## src/rtl/axil_chan_pkg.sv

```systemverilog
// Shared register-map constants and field layouts for the AXI-lite channel
// register interface.
package axil_chan_pkg;

  localparam logic [3:0]  OFF_CTRL    = 4'h0;
  localparam logic [3:0]  OFF_TX_DATA = 4'h4;
  localparam logic [3:0]  OFF_RX_DATA = 4'h8;
  localparam logic [3:0]  OFF_STATUS  = 4'hC;
  localparam logic [31:0] ADDR_ID     = 32'h0000_0100;

  localparam logic [1:0] RESP_OKAY   = 2'b00;
  localparam logic [1:0] RESP_SLVERR = 2'b10;

  localparam int unsigned CTRL_BCH_BIT    = 0;
  localparam int unsigned CTRL_FS_BIT     = 1;
  localparam int unsigned CTRL_GAUSS_BIT  = 2;
  localparam int unsigned CTRL_BER_BIT    = 3;
  localparam int unsigned CTRL_DENS_LSB   = 8;
  localparam int unsigned CTRL_BERGEN_LSB = 16;

  localparam int unsigned STATUS_OVF_BIT = 2;

  typedef struct packed {
    logic [19:0] rsvd_hi;
    logic [3:0]  count;
    logic [3:0]  rsvd_lo;
    logic        tx_busy;
    logic        overflow;
    logic        full;
    logic        empty;
  } status_t;

endpackage

```

## src/rtl/axil_chan_regif_rx_fifo.sv

```systemverilog
// Per-channel receive FIFO; a push into a full FIFO is dropped and flagged
// unless a pop frees a slot in the same cycle.
module chan_rx_fifo #(
  parameter int unsigned DEPTH = 8,
  parameter int unsigned WIDTH = 8
) (
  input  logic                     clk,
  input  logic                     rst,
  input  logic                     push_i,
  input  logic [WIDTH-1:0]         din_i,
  input  logic                     pop_i,
  output logic [WIDTH-1:0]         dout_o,
  output logic [$clog2(DEPTH):0]   count_o,
  output logic                     empty_o,
  output logic                     full_o,
  output logic                     drop_o
);

  localparam int unsigned AW = $clog2(DEPTH);

  logic [WIDTH-1:0] mem_q [DEPTH];
  logic [AW-1:0]    wr_q, rd_q;
  logic [AW:0]      cnt_q;
  logic             do_push, do_pop;

  assign empty_o = (cnt_q == '0);
  assign full_o  = (cnt_q == (AW+1)'(DEPTH));
  assign do_pop  = pop_i && !empty_o;
  assign do_push = push_i && (!full_o || do_pop);
  assign drop_o  = push_i && full_o && !do_pop;
  assign dout_o  = mem_q[rd_q];
  assign count_o = cnt_q;

  always_ff @(posedge clk) begin
    if (do_push) mem_q[wr_q] <= din_i;
  end

  always_ff @(posedge clk) begin
    if (rst) begin
      wr_q  <= '0;
      rd_q  <= '0;
      cnt_q <= '0;
    end else begin
      if (do_push) wr_q <= wr_q + 1'b1;
      if (do_pop)  rd_q <= rd_q + 1'b1;
      if (do_push && !do_pop)      cnt_q <= cnt_q + 1'b1;
      else if (do_pop && !do_push) cnt_q <= cnt_q - 1'b1;
    end
  end

endmodule

```

## src/rtl/axil_chan_regif.sv

```systemverilog
// AXI-lite register slave exposing per-channel CTRL, a one-deep TX byte
// slot, an RX FIFO and STATUS, plus a read-only ID register.
module axil_chan_regif
  import axil_chan_pkg::*;
#(
  parameter int unsigned ADDR_W     = 21,
  parameter int unsigned NUM_CH     = 4,
  parameter int unsigned FIFO_DEPTH = 8,
  parameter logic [31:0] ID_VALUE   = 32'hBC40_0001
) (
  input  logic                  clk,
  input  logic                  rst,
  input  logic                  s_axil_awvalid,
  output logic                  s_axil_awready,
  input  logic [ADDR_W-1:0]     s_axil_awaddr,
  input  logic [2:0]            s_axil_awprot,
  input  logic                  s_axil_wvalid,
  output logic                  s_axil_wready,
  input  logic [31:0]           s_axil_wdata,
  input  logic [3:0]            s_axil_wstrb,
  output logic                  s_axil_bvalid,
  input  logic                  s_axil_bready,
  output logic [1:0]            s_axil_bresp,
  input  logic                  s_axil_arvalid,
  output logic                  s_axil_arready,
  input  logic [ADDR_W-1:0]     s_axil_araddr,
  input  logic [2:0]            s_axil_arprot,
  output logic                  s_axil_rvalid,
  input  logic                  s_axil_rready,
  output logic [31:0]           s_axil_rdata,
  output logic [1:0]            s_axil_rresp,
  output logic [NUM_CH*32-1:0]  ch_cfg,
  output logic [NUM_CH*8-1:0]   ch_tx_data,
  output logic [NUM_CH-1:0]     ch_tx_valid,
  input  logic [NUM_CH-1:0]     ch_tx_ready,
  input  logic [NUM_CH*8-1:0]   ch_rx_data,
  input  logic [NUM_CH-1:0]     ch_rx_valid
);

  localparam int unsigned CW = $clog2(FIFO_DEPTH) + 1;

  typedef struct packed {
    logic       hit_id;
    logic       hit_ch;
    logic [2:0] ch;
    logic [3:0] off;
  } dec_t;

  function automatic dec_t decode(input logic [ADDR_W-1:0] a);
    dec_t d;
    d.hit_id = (a == ADDR_W'(ADDR_ID));
    d.hit_ch = (a[ADDR_W-1:4] < (ADDR_W-4)'(NUM_CH));
    d.ch     = a[6:4];
    d.off    = a[3:0];
    return d;
  endfunction

  logic              aw_held_q, aw_held_d, w_held_q, w_held_d;
  logic [ADDR_W-1:0] awaddr_q, awaddr_d;
  logic [31:0]       wdata_q, wdata_d;
  logic [3:0]        wstrb_q, wstrb_d;
  logic              bvalid_q, bvalid_d, rvalid_q, rvalid_d;
  logic [1:0]        bresp_q, bresp_d, rresp_q, rresp_d;
  logic [31:0]       rdata_q, rdata_d;
  logic [31:0]       cfg_q [NUM_CH];
  logic [31:0]       cfg_d [NUM_CH];
  logic [7:0]        txd_q [NUM_CH];
  logic [7:0]        txd_d [NUM_CH];
  logic [NUM_CH-1:0] txv_q, txv_d, ovf_q, ovf_d, ovf_clr;
  logic [NUM_CH-1:0] pop, empty, full, drop;
  logic [7:0]        rx_dout [NUM_CH];
  logic [CW-1:0]     rx_cnt [NUM_CH];
  dec_t              wdec, rdec;
  status_t           st;
  logic              unused_prot;

  assign unused_prot    = ^{s_axil_awprot, s_axil_arprot};
  assign s_axil_awready = !aw_held_q && !bvalid_q;
  assign s_axil_wready  = !w_held_q && !bvalid_q;
  assign s_axil_arready = !rvalid_q;
  assign s_axil_bvalid  = bvalid_q;
  assign s_axil_bresp   = bresp_q;
  assign s_axil_rvalid  = rvalid_q;
  assign s_axil_rdata   = rdata_q;
  assign s_axil_rresp   = rresp_q;
  assign ch_tx_valid    = txv_q;

  always_comb begin
    ch_cfg     = '0;
    ch_tx_data = '0;
    for (int unsigned c = 0; c < NUM_CH; c++) begin
      ch_cfg[c*32 +: 32]   = cfg_q[c];
      ch_tx_data[c*8 +: 8] = txd_q[c];
    end
  end

  for (genvar g = 0; g < NUM_CH; g++) begin : g_fifo
    chan_rx_fifo #(.DEPTH(FIFO_DEPTH), .WIDTH(8)) u_fifo (
      .clk     (clk),
      .rst     (rst),
      .push_i  (ch_rx_valid[g]),
      .din_i   (ch_rx_data[g*8 +: 8]),
      .pop_i   (pop[g]),
      .dout_o  (rx_dout[g]),
      .count_o (rx_cnt[g]),
      .empty_o (empty[g]),
      .full_o  (full[g]),
      .drop_o  (drop[g])
    );
  end

  always_comb begin
    aw_held_d = aw_held_q;  awaddr_d = awaddr_q;
    w_held_d  = w_held_q;   wdata_d  = wdata_q;   wstrb_d = wstrb_q;
    bvalid_d  = bvalid_q;   bresp_d  = bresp_q;
    rvalid_d  = rvalid_q;   rresp_d  = rresp_q;   rdata_d = rdata_q;
    cfg_d     = cfg_q;      txd_d    = txd_q;     txv_d   = txv_q;
    ovf_clr   = '0;         pop      = '0;        st      = '0;
    wdec      = decode(awaddr_q);
    rdec      = decode(s_axil_araddr);

    if (s_axil_awvalid && s_axil_awready) begin
      aw_held_d = 1'b1;
      awaddr_d  = s_axil_awaddr;
    end
    if (s_axil_wvalid && s_axil_wready) begin
      w_held_d = 1'b1;
      wdata_d  = s_axil_wdata;
      wstrb_d  = s_axil_wstrb;
    end
    if (bvalid_q && s_axil_bready) bvalid_d = 1'b0;
    for (int unsigned c = 0; c < NUM_CH; c++)
      if (txv_q[c] && ch_tx_ready[c]) txv_d[c] = 1'b0;

    // Defaulting the response to SLVERR makes every unmatched decode an error with no side effect.
    if (aw_held_q && w_held_q && !bvalid_q) begin
      aw_held_d = 1'b0;
      w_held_d  = 1'b0;
      bvalid_d  = 1'b1;
      bresp_d   = RESP_SLVERR;
      for (int unsigned c = 0; c < NUM_CH; c++) begin
        if (wdec.hit_ch && wdec.ch == 3'(c)) begin
          case (wdec.off)
            OFF_CTRL: begin
              for (int unsigned b = 0; b < 4; b++)
                if (wstrb_q[b]) cfg_d[c][8*b +: 8] = wdata_q[8*b +: 8];
              bresp_d = RESP_OKAY;
            end
            OFF_TX_DATA: begin
              if (wstrb_q[0] && !txv_q[c]) begin
                txd_d[c] = wdata_q[7:0];
                txv_d[c] = 1'b1;
                bresp_d  = RESP_OKAY;
              end
            end
            OFF_STATUS: begin
              ovf_clr[c] = wstrb_q[0] && wdata_q[STATUS_OVF_BIT];
              bresp_d    = RESP_OKAY;
            end
            default: ;
          endcase
        end
      end
    end

    if (rvalid_q && s_axil_rready) rvalid_d = 1'b0;
    if (s_axil_arvalid && !rvalid_q) begin
      rvalid_d = 1'b1;
      rresp_d  = RESP_SLVERR;
      rdata_d  = '0;
      if (rdec.hit_id) begin
        rresp_d = RESP_OKAY;
        rdata_d = ID_VALUE;
      end
      for (int unsigned c = 0; c < NUM_CH; c++) begin
        if (rdec.hit_ch && rdec.ch == 3'(c)) begin
          case (rdec.off)
            OFF_CTRL: begin
              rresp_d = RESP_OKAY;
              rdata_d = cfg_q[c];
            end
            OFF_RX_DATA: begin
              rresp_d = RESP_OKAY;
              if (!empty[c]) begin
                rdata_d = {1'b1, 23'b0, rx_dout[c]};
                pop[c]  = 1'b1;
              end
            end
            OFF_STATUS: begin
              st.empty    = empty[c];
              st.full     = full[c];
              st.overflow = ovf_q[c];
              st.tx_busy  = txv_q[c];
              st.count    = 4'(rx_cnt[c]);
              rresp_d     = RESP_OKAY;
              rdata_d     = st;
            end
            default: ;
          endcase
        end
      end
    end

    // A drop in the same cycle as a W1C wins so the event is never lost.
    ovf_d = (ovf_q & ~ovf_clr) | drop;
  end

  always_ff @(posedge clk) begin
    if (rst) begin
      aw_held_q <= 1'b0;
      w_held_q  <= 1'b0;
      awaddr_q  <= '0;
      wdata_q   <= '0;
      wstrb_q   <= '0;
      bvalid_q  <= 1'b0;
      bresp_q   <= '0;
      rvalid_q  <= 1'b0;
      rresp_q   <= '0;
      rdata_q   <= '0;
      cfg_q     <= '{default: '0};
      txd_q     <= '{default: '0};
      txv_q     <= '0;
      ovf_q     <= '0;
    end else begin
      aw_held_q <= aw_held_d;
      w_held_q  <= w_held_d;
      awaddr_q  <= awaddr_d;
      wdata_q   <= wdata_d;
      wstrb_q   <= wstrb_d;
      bvalid_q  <= bvalid_d;
      bresp_q   <= bresp_d;
      rvalid_q  <= rvalid_d;
      rresp_q   <= rresp_d;
      rdata_q   <= rdata_d;
      cfg_q     <= cfg_d;
      txd_q     <= txd_d;
      txv_q     <= txv_d;
      ovf_q     <= ovf_d;
    end
  end

endmodule

```

## config.mk

```make
export PLATFORM = sky130hd
export DESIGN_NAME = axil_chan_regif
export DESIGN_NICKNAME = d
export VERILOG_FILES = /design/src/rtl/axil_chan_pkg.sv /design/src/rtl/axil_chan_regif_rx_fifo.sv /design/src/rtl/axil_chan_regif.sv
export SDC_FILE = /design/constraint.sdc
export NUM_CORES = 1
export LEC_CHECK = 0
export ABC_AREA = 1
export BUFFER_PORTS_ARGS = -buffer_cell sky130_fd_sc_hd__buf_2
export CAP_MARGIN = 20
export CORE_MARGIN = 2
export CORE_UTILIZATION = 35
export DETAILED_ROUTE_END_ITERATION = 8
export PLACE_DENSITY = 0.51
export SETUP_SLACK_MARGIN = 0.15
export SLEW_MARGIN = 20
export SYNTH_ARGS = -nofsm -noshare
export SYNTH_HDL_FRONTEND = slang
export SYNTH_SLANG_ARGS = --single-unit
```

## constraint.sdc

```tcl
create_clock -name clk -period 4.3 [get_ports clk]
set_clock_uncertainty 0.1 [all_clocks]
set_input_delay 0.86 -clock clk [delete_from_list [all_inputs] [get_ports clk]]
set_output_delay 0.86 -clock clk [all_outputs]
set_load 0.01 [all_outputs]
```

==> impl_results.md, run 1 <==
- Outcome: finished, final reports clean
- Fmax: 0.281 GHz
- Worst Tran Pin Value: 1.01 ns
- Crit path arrival time: roughly 4.0 ns
- Sequential share of the synthesized area: between 50% and 60%
- Slew margin rel.: between 30% and 40%
- FILL cells: 6631
- Area growth from synthesis to layout: 21.2%
- Met1 GRT Util: 31.3%
- Crit path kind: input port to flip-flop
- Setup_tns: 0 ns
- Clock sinks: roughly 570
- PortBufs: 327
- First-pass GRT wire length: 124 mm
- Max Cap Viol: 0
- Post-DP HPWL: 60.7 mm
- Htree depth: 3
- Worst-path cell chain: buf_2 > nor2_2 > nand3_1 > nor2_1 > inv_1 > nor3_4 > o21ai_2 > inv_1 > ha_1 > inv_1 > ha_1 > and3_1 > a211oi_1 > nor2_1 > nor2_1 > nand2_1 > o21ai_0 > a21oi_1
- Pins Over Slew Limit: 0
- Syn avg cell area: 8.88 um^2
- Post-Synthesis Cells: 2685
- Final period util: 82.7%
- Core area: slightly below 70000 um^2
- Num CTS Buffers: 66
- Die X: 265 um
- Initial Utilization: around 35%
- Slowest Stage Delay on Critical Path: 0.35 ns
- Layout cells sized above 1: 17.8%
- Crit end category: flip-flop
- P_leak: about 12 nW
- DRC violations left: 0
- Worst vdd ir: 221 uV
- Async SR Flop Fraction: 0%
- Largest net degree at the start of global routing: slightly above 80
- Global routing's busiest layer: met2
- DR vias/cell: 5.11
- Die area: roughly 70000 um^2
- Synth Cell Area: approximately 24000 um^2
- Warnings from Yosys: 0
- Reg2reg setup slack: 0.90 ns
- First-pass detailed-route iteration total: 5
- Layout Utilization: a little over two fifths
- Cell family with most CP delay: simple AND/OR/NAND/NOR gates
- Deepest clock path buffer count: 3
- Post-CTS resize count: 0
- GRT Util Overall: 23.4%
- EDFF count, synth: 256
- RSZ-0062 raised after global routing: false
- Root Driver: clkbuf_16
- M2 GR Usage: between 30 and 40%
- Setup Fix Bufs, Post-CTS: 0
- Register bit total from synthesis: 571
- Final min period: 3.56 ns
- Global route overflow: 0
- Die Y-Extent: 265 um
- Clock tree from TritonCTS: yes
- Worst min-delay path class: flip-flop to flip-flop
- Skew-Pair Late Insertion Delay: 0.62 ns
- Critical path's slowest cell: nand3_1
- GPL Wtd Cong: roughly 0.9
- Io pins: 336
- Worst setup SP type: input port
- ANT nets after route: 0
- Synth unique cells: 50
- Critical path data required time: about 4.7 ns
- Cts hold-fix bufs: 0
- # nets final: 3182
- Max Fanout on Critical Path: 7
- Via count: 20221
- Synth Flop Type: dfxtp_1
- CP Buf/Inv Count: 4
- Pwr Density: 439 nW/um^2
- Setup Viol. Count Final: 0
- Post-Route WL: between 80 and 90 mm
- Vias in the first global route: 19613
- Initial antenna violation count: 9
- GR met3 Demand/Resource: slightly above 6%
- 1st-iter DRT viols: roughly 1700
- Worst-path clk slew: 0.06 ns
- Final hold viol count: 0
- Avg WL per Cell: 21.1 um
- Row count: 95
==> registers in the layout, summed over array words and instances, names as in the netlist, 4 cells and up, named ones only <==
| name | count |
|---|---|
| g_fifo.u_fifo.rd_q | 12 |
| wdata_q | 32 |
| awaddr_q | 21 |
| ch_tx_data | 32 |
| s_axil_rdata | 32 |
| g_fifo.u_fifo.wr_q | 12 |
| wstrb_q | 4 |
| ovf_q | 4 |
| ch_cfg | 128 |
| g_fifo.u_fifo.mem_q | 256 |
| ch_tx_valid | 4 |
| g_fifo.u_fifo.count_o | 16 |
==> worst register-to-register path, cell delays in order (launching register included) <==
cell and delay, ns:
dfxtp_1 0.37, nor3_1 0.28, nand2_1 0.46, nand4_2 0.32, nand2_1 0.08, nand2_1 0.17
inv_2 0.09, ha_1 0.22, inv_1 0.13, ha_1 0.28, nand2_1 0.08, nor2_1 0.04
a211oi_1 0.24, nor2_1 0.07, nor2_1 0.09, nand2_1 0.07, o21ai_0 0.15, a21oi_1 0.06
==> report_power, final <==
group	total [mW]	internal, mW	switching, mW
sequential	6.01	5.86	0.146
clock	5.80	3.45	2.35
combinational	0.892	0.282	0.610
==> per-stage QoR <==
stage	setup WS, ns	hold slack (ns)	instances	area [um^2]	power, mW
3_3_place_gp	0.225	0.332	3832	26700	6.98
5_1_grt	0.394	0.366	3956	28900	13.2
2_1_floorplan	0.807	0.330	2686	23900	6.60
3_5_place_dp	0.132	0.336	3832	26700	7.01
6_report	0.743	0.349	3959	28900	12.7
4_1_cts	0.787	0.351	3954	28900	12.8
==> logic make-up (layout without fill, tap and decap cells) <==
group	after synthesis	in the layout	synth area share [%]
other cells	1	7	0.0157
fa+ha+maj	24	24	1.38
compound gates	704	704	15.9
simple gates	988	988	17.5
xor+xnor	8	8	0.294
flops	571	571	58.7
buf+inv	389	784	6.27
==> per-layer routing <==
metal  vias up  wire, um
li1       9808         -
met5         -        62
met4        10      3090
met1      9547     36600
met3       149      6820
met2       707     36800
==> cells in the mapped netlist (all sizes together) (3+ instances only) <==
library cell / count / area share (%)
ha: 20 / 1.0
nand3: 144 / 3.0
edfxtp: 256 / 32
a21oi: 233 / 4.9
buf: 29 / 0.61
or2: 4 / 0.10
a22oi: 12 / 0.38
inv: 253 / 4.0
nand2: 417 / 6.6
dfxtp: 315 / 26
nor2: 370 / 6.1
nand3b: 4 / 0.13
xor2: 7 / 0.26
and3: 3 / 0.079
a31oi: 6 / 0.16
nor3: 21 / 0.62
nor4: 7 / 0.27
o211ai: 21 / 0.66
a211oi: 36 / 1.1
o21ai: 367 / 7.7
clkbuf: 100 / 1.6
nand4: 15 / 0.47
o221ai: 7 / 0.26
o22ai: 13 / 0.34
fa: 4 / 0.34
a32o: 3 / 0.13
clkinv: 7 / 0.11
nor3b: 3 / 0.094
==> layout make-up <==
cell class              instances  area (um^2)  share of cell area [%]
flip-flops and latches        571        14000                    48.4
multi-input cells            1726         8360                    28.9
repair buffers                402         2230                    7.70
clock buffers                  88         1870                    6.46
well taps                     873         1090                    3.78
inverters                     260          981                    3.39
clock inverters                34          375                    1.30
diodes                          5         12.5                  0.0433
==> layout by cell type, fill, tap and decap left out, types with 11 or more instances in the layout <==
| cell | count |
|---|---|
| dfxtp_1 | 315 |
| o22ai_1 | 13 |
| buf_4 | 74 |
| buf_2 | 326 |
| nand4_1 | 12 |
| ha_1 | 20 |
| o21ai_0 | 364 |
| inv_1 | 248 |
| a22oi_1 | 12 |
| clkinv_2 | 14 |
| nor2_1 | 358 |
| nand2_1 | 412 |
| nand3_1 | 143 |
| o211ai_1 | 21 |
| clkbuf_1 | 11 |
| clkinv_1 | 12 |
| a211oi_1 | 36 |
| clkbuf_16 | 69 |
| nor3_1 | 15 |
| a21oi_1 | 233 |
| edfxtp_1 | 256 |
==> final timing paths <==
kind                                from                           to  depth (start not counted)
max                     s_axil_araddr[1]  g_fifo[1].u_fifo.count_o[3]                         18
min                       ch_tx_data[15]               ch_tx_data[15]                          2
max reg2reg  g_fifo[3].u_fifo.count_o[0]  g_fifo[3].u_fifo.count_o[3]                         17
min reg2reg               ch_tx_data[15]               ch_tx_data[15]                          2
No activity file was read; power rests on OpenSTA's default activity.
==> run 2: changes to the inputs <==
--- a/config.mk
+++ b/config.mk
@@ -5,7 +5,7 @@
 export SDC_FILE = /design/constraint.sdc
 export NUM_CORES = 1
 export LEC_CHECK = 0
-export ABC_AREA = 1
+export ABC_AREA = 0
 export BUFFER_PORTS_ARGS = -buffer_cell sky130_fd_sc_hd__buf_2
 export CAP_MARGIN = 20
 export CORE_MARGIN = 2
==> constraint.sdc (replaced) <==
create_clock -name clk -period 3.5 [get_ports clk]
set_clock_uncertainty 0.1 [all_clocks]
set_input_delay 0.7 -clock clk [delete_from_list [all_inputs] [get_ports clk]]
set_output_delay 0.7 -clock clk [all_outputs]
set_load 0.01 [all_outputs]
==> run 2 against run 1 <==
  * Final area up 0.42%
  * Global-route usage down 0.97 points
  * Core utilization up 1.0 points
  * Sequential share of layout area down 0.20 points
  * Sequential power up 25%
  * Via count down 10%
  * Hold slack worse by 0.18 ns
  * Combinational power up 83%
  * Wire length down 4.8%
  * First-iteration DRC count down 12%
  * Largest power group unchanged
==> impl_results.md, run 2 <==
- Via count: 18196 (-10%)
- Critical path's slowest cell: or4_1
- Slew margin rel.: 46.1% (+13 points)
- Cts hold-fix bufs: 0 (unchanged)
- Cell family with most CP delay: simple AND/OR/NAND/NOR gates
- Worst-path cell chain: or4_1 > nand2_1 > nor4_4 > o21ai_2 > inv_2 > ha_4 > inv_2 > ha_1 > a21o_1 > a21oi_2 > xnor2_1 > or3_1 > a21oi_1
- Net Switching: 3.92 mW (+26%)
- Flop pwr share: 47.1% (-0.2 points)
- Inst Count DP: 3264 (-15%)
- Post-synth top cells: dfxtp_1 (315), nand2_1 (299), edfxtp_1 (256)
- Hold_ws: 0.170 ns (-0.179 ns)
- Num CTS Buffers: 61 (-7.6%)
- RSZ-0062 raised after global routing: false
- Area growth from synthesis to layout: 24.0%
- First-pass detailed-route iteration total: 5 (unchanged)
- Dpl cell area: 26900 um^2 (+1.0%)
- Synth Flop Type: dfxtp_1
- Clock tree from TritonCTS: yes
- Setup_tns: 0 ns (unchanged)
- Worst min-delay path class: input port to flip-flop
- CP Depth: 13 (-5)
- Max Cap Viol: 0 (unchanged)
- Final min period: roughly 3.0 ns
- Deepest clock path buffer count: 3 (unchanged)
- Htree depth: 2 (-1)
- Setup crit end: g_fifo[1].u_fifo.count_o[3]
- EDFF count, synth: 256 (unchanged)
- Io pins: 336 (unchanged)
- Avg WL per Cell: 23.5 um (+12%)
- Synth area leaders: edfxtp_1 (33%), dfxtp_1 (27%), mux4_2 (6.2%)
- Final setup margin: 0.463 ns (-0.280 ns)
- Die X: 263 um (-0.91%)
- R2R Path Start: g_fifo[1].u_fifo.count_o[0]
- # nets final: 2618 (-18%)
- Max Fanout on Critical Path: 7 (unchanged)
- Fmax: 0.329 GHz
- Critical path launch point: g_fifo[1].u_fifo.count_o[0]
- Crit path kind: flip-flop to flip-flop
- Crit path arrival time: 3.50 ns (-0.46 ns)
- Post-CTS resize count: 0 (unchanged)
- GPL Wtd Cong: 0.871 (-4.6%)
- Pwr Density: 549 nW/um^2 (+25%)
- Global route overflow: 0 (unchanged)
- Setup Viol. Count Final: 0 (unchanged)
- Skew-Pair Late Insertion Delay: 0.63 ns (about the same)
- Post-Synthesis Cells: 2051 (-24%)
- Internal Power: 12.0 mW (+25%)
- Initial Utilization: 35.5% (about the same)
- Post-Route WL: 79.3 mm (-4.8%)
- GRT Util Overall: 22.5% (-0.97 points)
- DR vias/cell: 5.39 (+5.6%)
- Largest net degree at the start of global routing: 84 (+2.4%)
- Non-filler cells, final: 3375 (-15%)
- Register bit total from synthesis: 571 (unchanged)
- Post-DP HPWL: 57.2 mm (-5.7%)
- First-pass GRT wire length: 117 mm (-5.4%)
- Synth Cell Area: 23400 um^2 (-1.8%)
- Final hold viol count: 0 (unchanged)
- Syn avg cell area: 11.4 um^2 (+29%)
- PortBufs: 327 (unchanged)
- Outcome: finished, final reports clean
- Sequential share of the synthesized area: 59.8% (+1.1 points)
- Initial antenna violation count: 6 (-3)
- Reg2reg setup slack: 0.46 ns (-0.44 ns)
- Slowest Stage Delay on Critical Path: 0.68 ns (+0.33 ns)
- ANT nets after route: 0 (unchanged)
- Die Y-Extent: 263 um (-0.91%)
- Largest register FFs: 256 (unchanged)
- Layout Utilization: 44.0% (+1.0 points)
- Worst setup SP type: flip-flop
- R2r worst-path depth: 13 (-4)
- Worst-path clk slew: 0.06 ns (about the same)
- Worst Tran Pin Value: 0.807 ns (-0.198 ns)
- Top cell type by total area after synthesis: edfxtp_1
- Async SR Flop Fraction: 0% (unchanged)
- Biggest register: g_fifo.u_fifo.mem_q
- Synth unique cells: 70 (+40%)
- Warnings from Yosys: 0 (unchanged)
- Most frequent cells in the layout: buf_2 (326), dfxtp_1 (315), nand2_1 (297), edfxtp_1 (256), a21oi_1 (202)
- Power Total: 15.9 mW (+25%)
- Clock sinks: 571 (unchanged)
- Layout cells sized above 1: 27.6% (+9.9 points)
- Worst R2R End: g_fifo[1].u_fifo.count_o[3]
- Clock power share: 42.7% (-3.0 points)
- P_leak: 11.1 nW (-3.7%)
- Die area: 69000 um^2 (-1.8%)
- Pins Over Slew Limit: 0 (unchanged)
- 1st-iter DRT viols: 1492 (-12%)
- Comb power frac: 10.2% (+3.2 points)
- Critical path data required time: 3.96 ns (-0.74 ns)
- Design area: 29000 um^2 (+0.42%)
- Root Driver: clkbuf_16
- CP Buf/Inv Count: 2 (-2)
- Worst vdd ir: 410 uV (+85%)
- Crit end category: flip-flop
- Core area: 66000 um^2 (-1.9%)
- Switching share of power: 24.6% (+0.18 points)
- Dominant cell by count in the synthesized netlist: dfxtp_1
- Setup Fix Bufs, Post-CTS: 0 (unchanged)
- Pre-CTS setup slack: -0.144 ns (-0.276 ns)
- DRC violations left: 0 (unchanged)
- Vias in the first global route: 17739 (-9.6%)
- Yosys top cell area share: 32.8% (+0.60 points)
- Final period util: 86.8%
- Row count: 94 (-1.1%)
- Most frequent CP cell: inv_2
- Commonest non-fill, non-tap cell in the layout: buf_2
run 2: cell count changes in the layout (fill, tap and decap cells not counted), sizes merged, moves of 23 or more:
| cell | previous run | this run |
|---|---|---|
| a211oi | 36 | 9 |
| a21oi | 233 | 206 |
| a22oi | 12 | 35 |
| buf | 402 | 472 |
| inv | 257 | 17 |
| mux2i | 0 | 99 |
| mux4 | 0 | 64 |
| nand2 | 417 | 299 |
| nand3 | 144 | 10 |
| nor2 | 370 | 198 |
| nor3 | 21 | 46 |
| o21ai | 367 | 114 |
run 2: power groups by stage:
stage,combinational (mW),clock (mW),sequential (mW)
after global placement,1.59,0,7.63
after global routing,1.78,7.17,7.53
after detailed placement,1.62,0,7.64
final,1.63,6.79,7.50
after floorplan,0.941,0,7.56
after CTS,1.63,6.95,7.50
run 2: cell families (layout without fill, tap and decap cells):
group | after synthesis | after routing | synth area share, %
xor+xnor | 28 | 28 | 1.05
flops | 571 | 571 | 59.8
buf+inv | 139 | 597 | 2.41
compound gates | 460 | 460 | 11.7
other cells | 1 | 3 | 0.0160
fa+ha+maj | 24 | 24 | 1.41
simple gates | 660 | 660 | 13.0
mux | 168 | 168 | 10.6
run 2: cell type report:
type / count / area [um^2]
timing repair buffer: 472 / 2770
tap: 864 / 1080
multi-input combinational: 1342 / 9020
sequential: 571 / 14000
inverter: 15 / 61.3
antenna: 1 / 2.50
clock inverter: 27 / 382
fill: 6257 / 36900
clock buffer: 83 / 1720
run 2: routing by layer:
metal | vias up | part of all wire [%] | GRT usage (%)
met4 | 8 | 2.6 | 6.76
met1 | 9090 | 43 | 29.9
li1 | 8353 | - | -
met2 | 620 | 48 | 37.0
met3 | 125 | 6.4 | 4.37
met5 | - | 0.057 | 0
run 2: worst min-delay path by stage:
stage / from / end / slack (ns) / cells past startpoint
3_3_place_gp: awaddr_q[16] / awaddr_q[16] / 0.34 / 2
5_1_grt: s_axil_rready / s_axil_rvalid / 0.17 / 2
3_5_place_dp: awaddr_q[12] / awaddr_q[12] / 0.35 / 2
2_1_floorplan: awaddr_q[19] / awaddr_q[19] / 0.33 / 2
4_1_cts: s_axil_rready / s_axil_rvalid / 0.14 / 2
6_report: s_axil_rready / s_axil_rvalid / 0.17 / 2
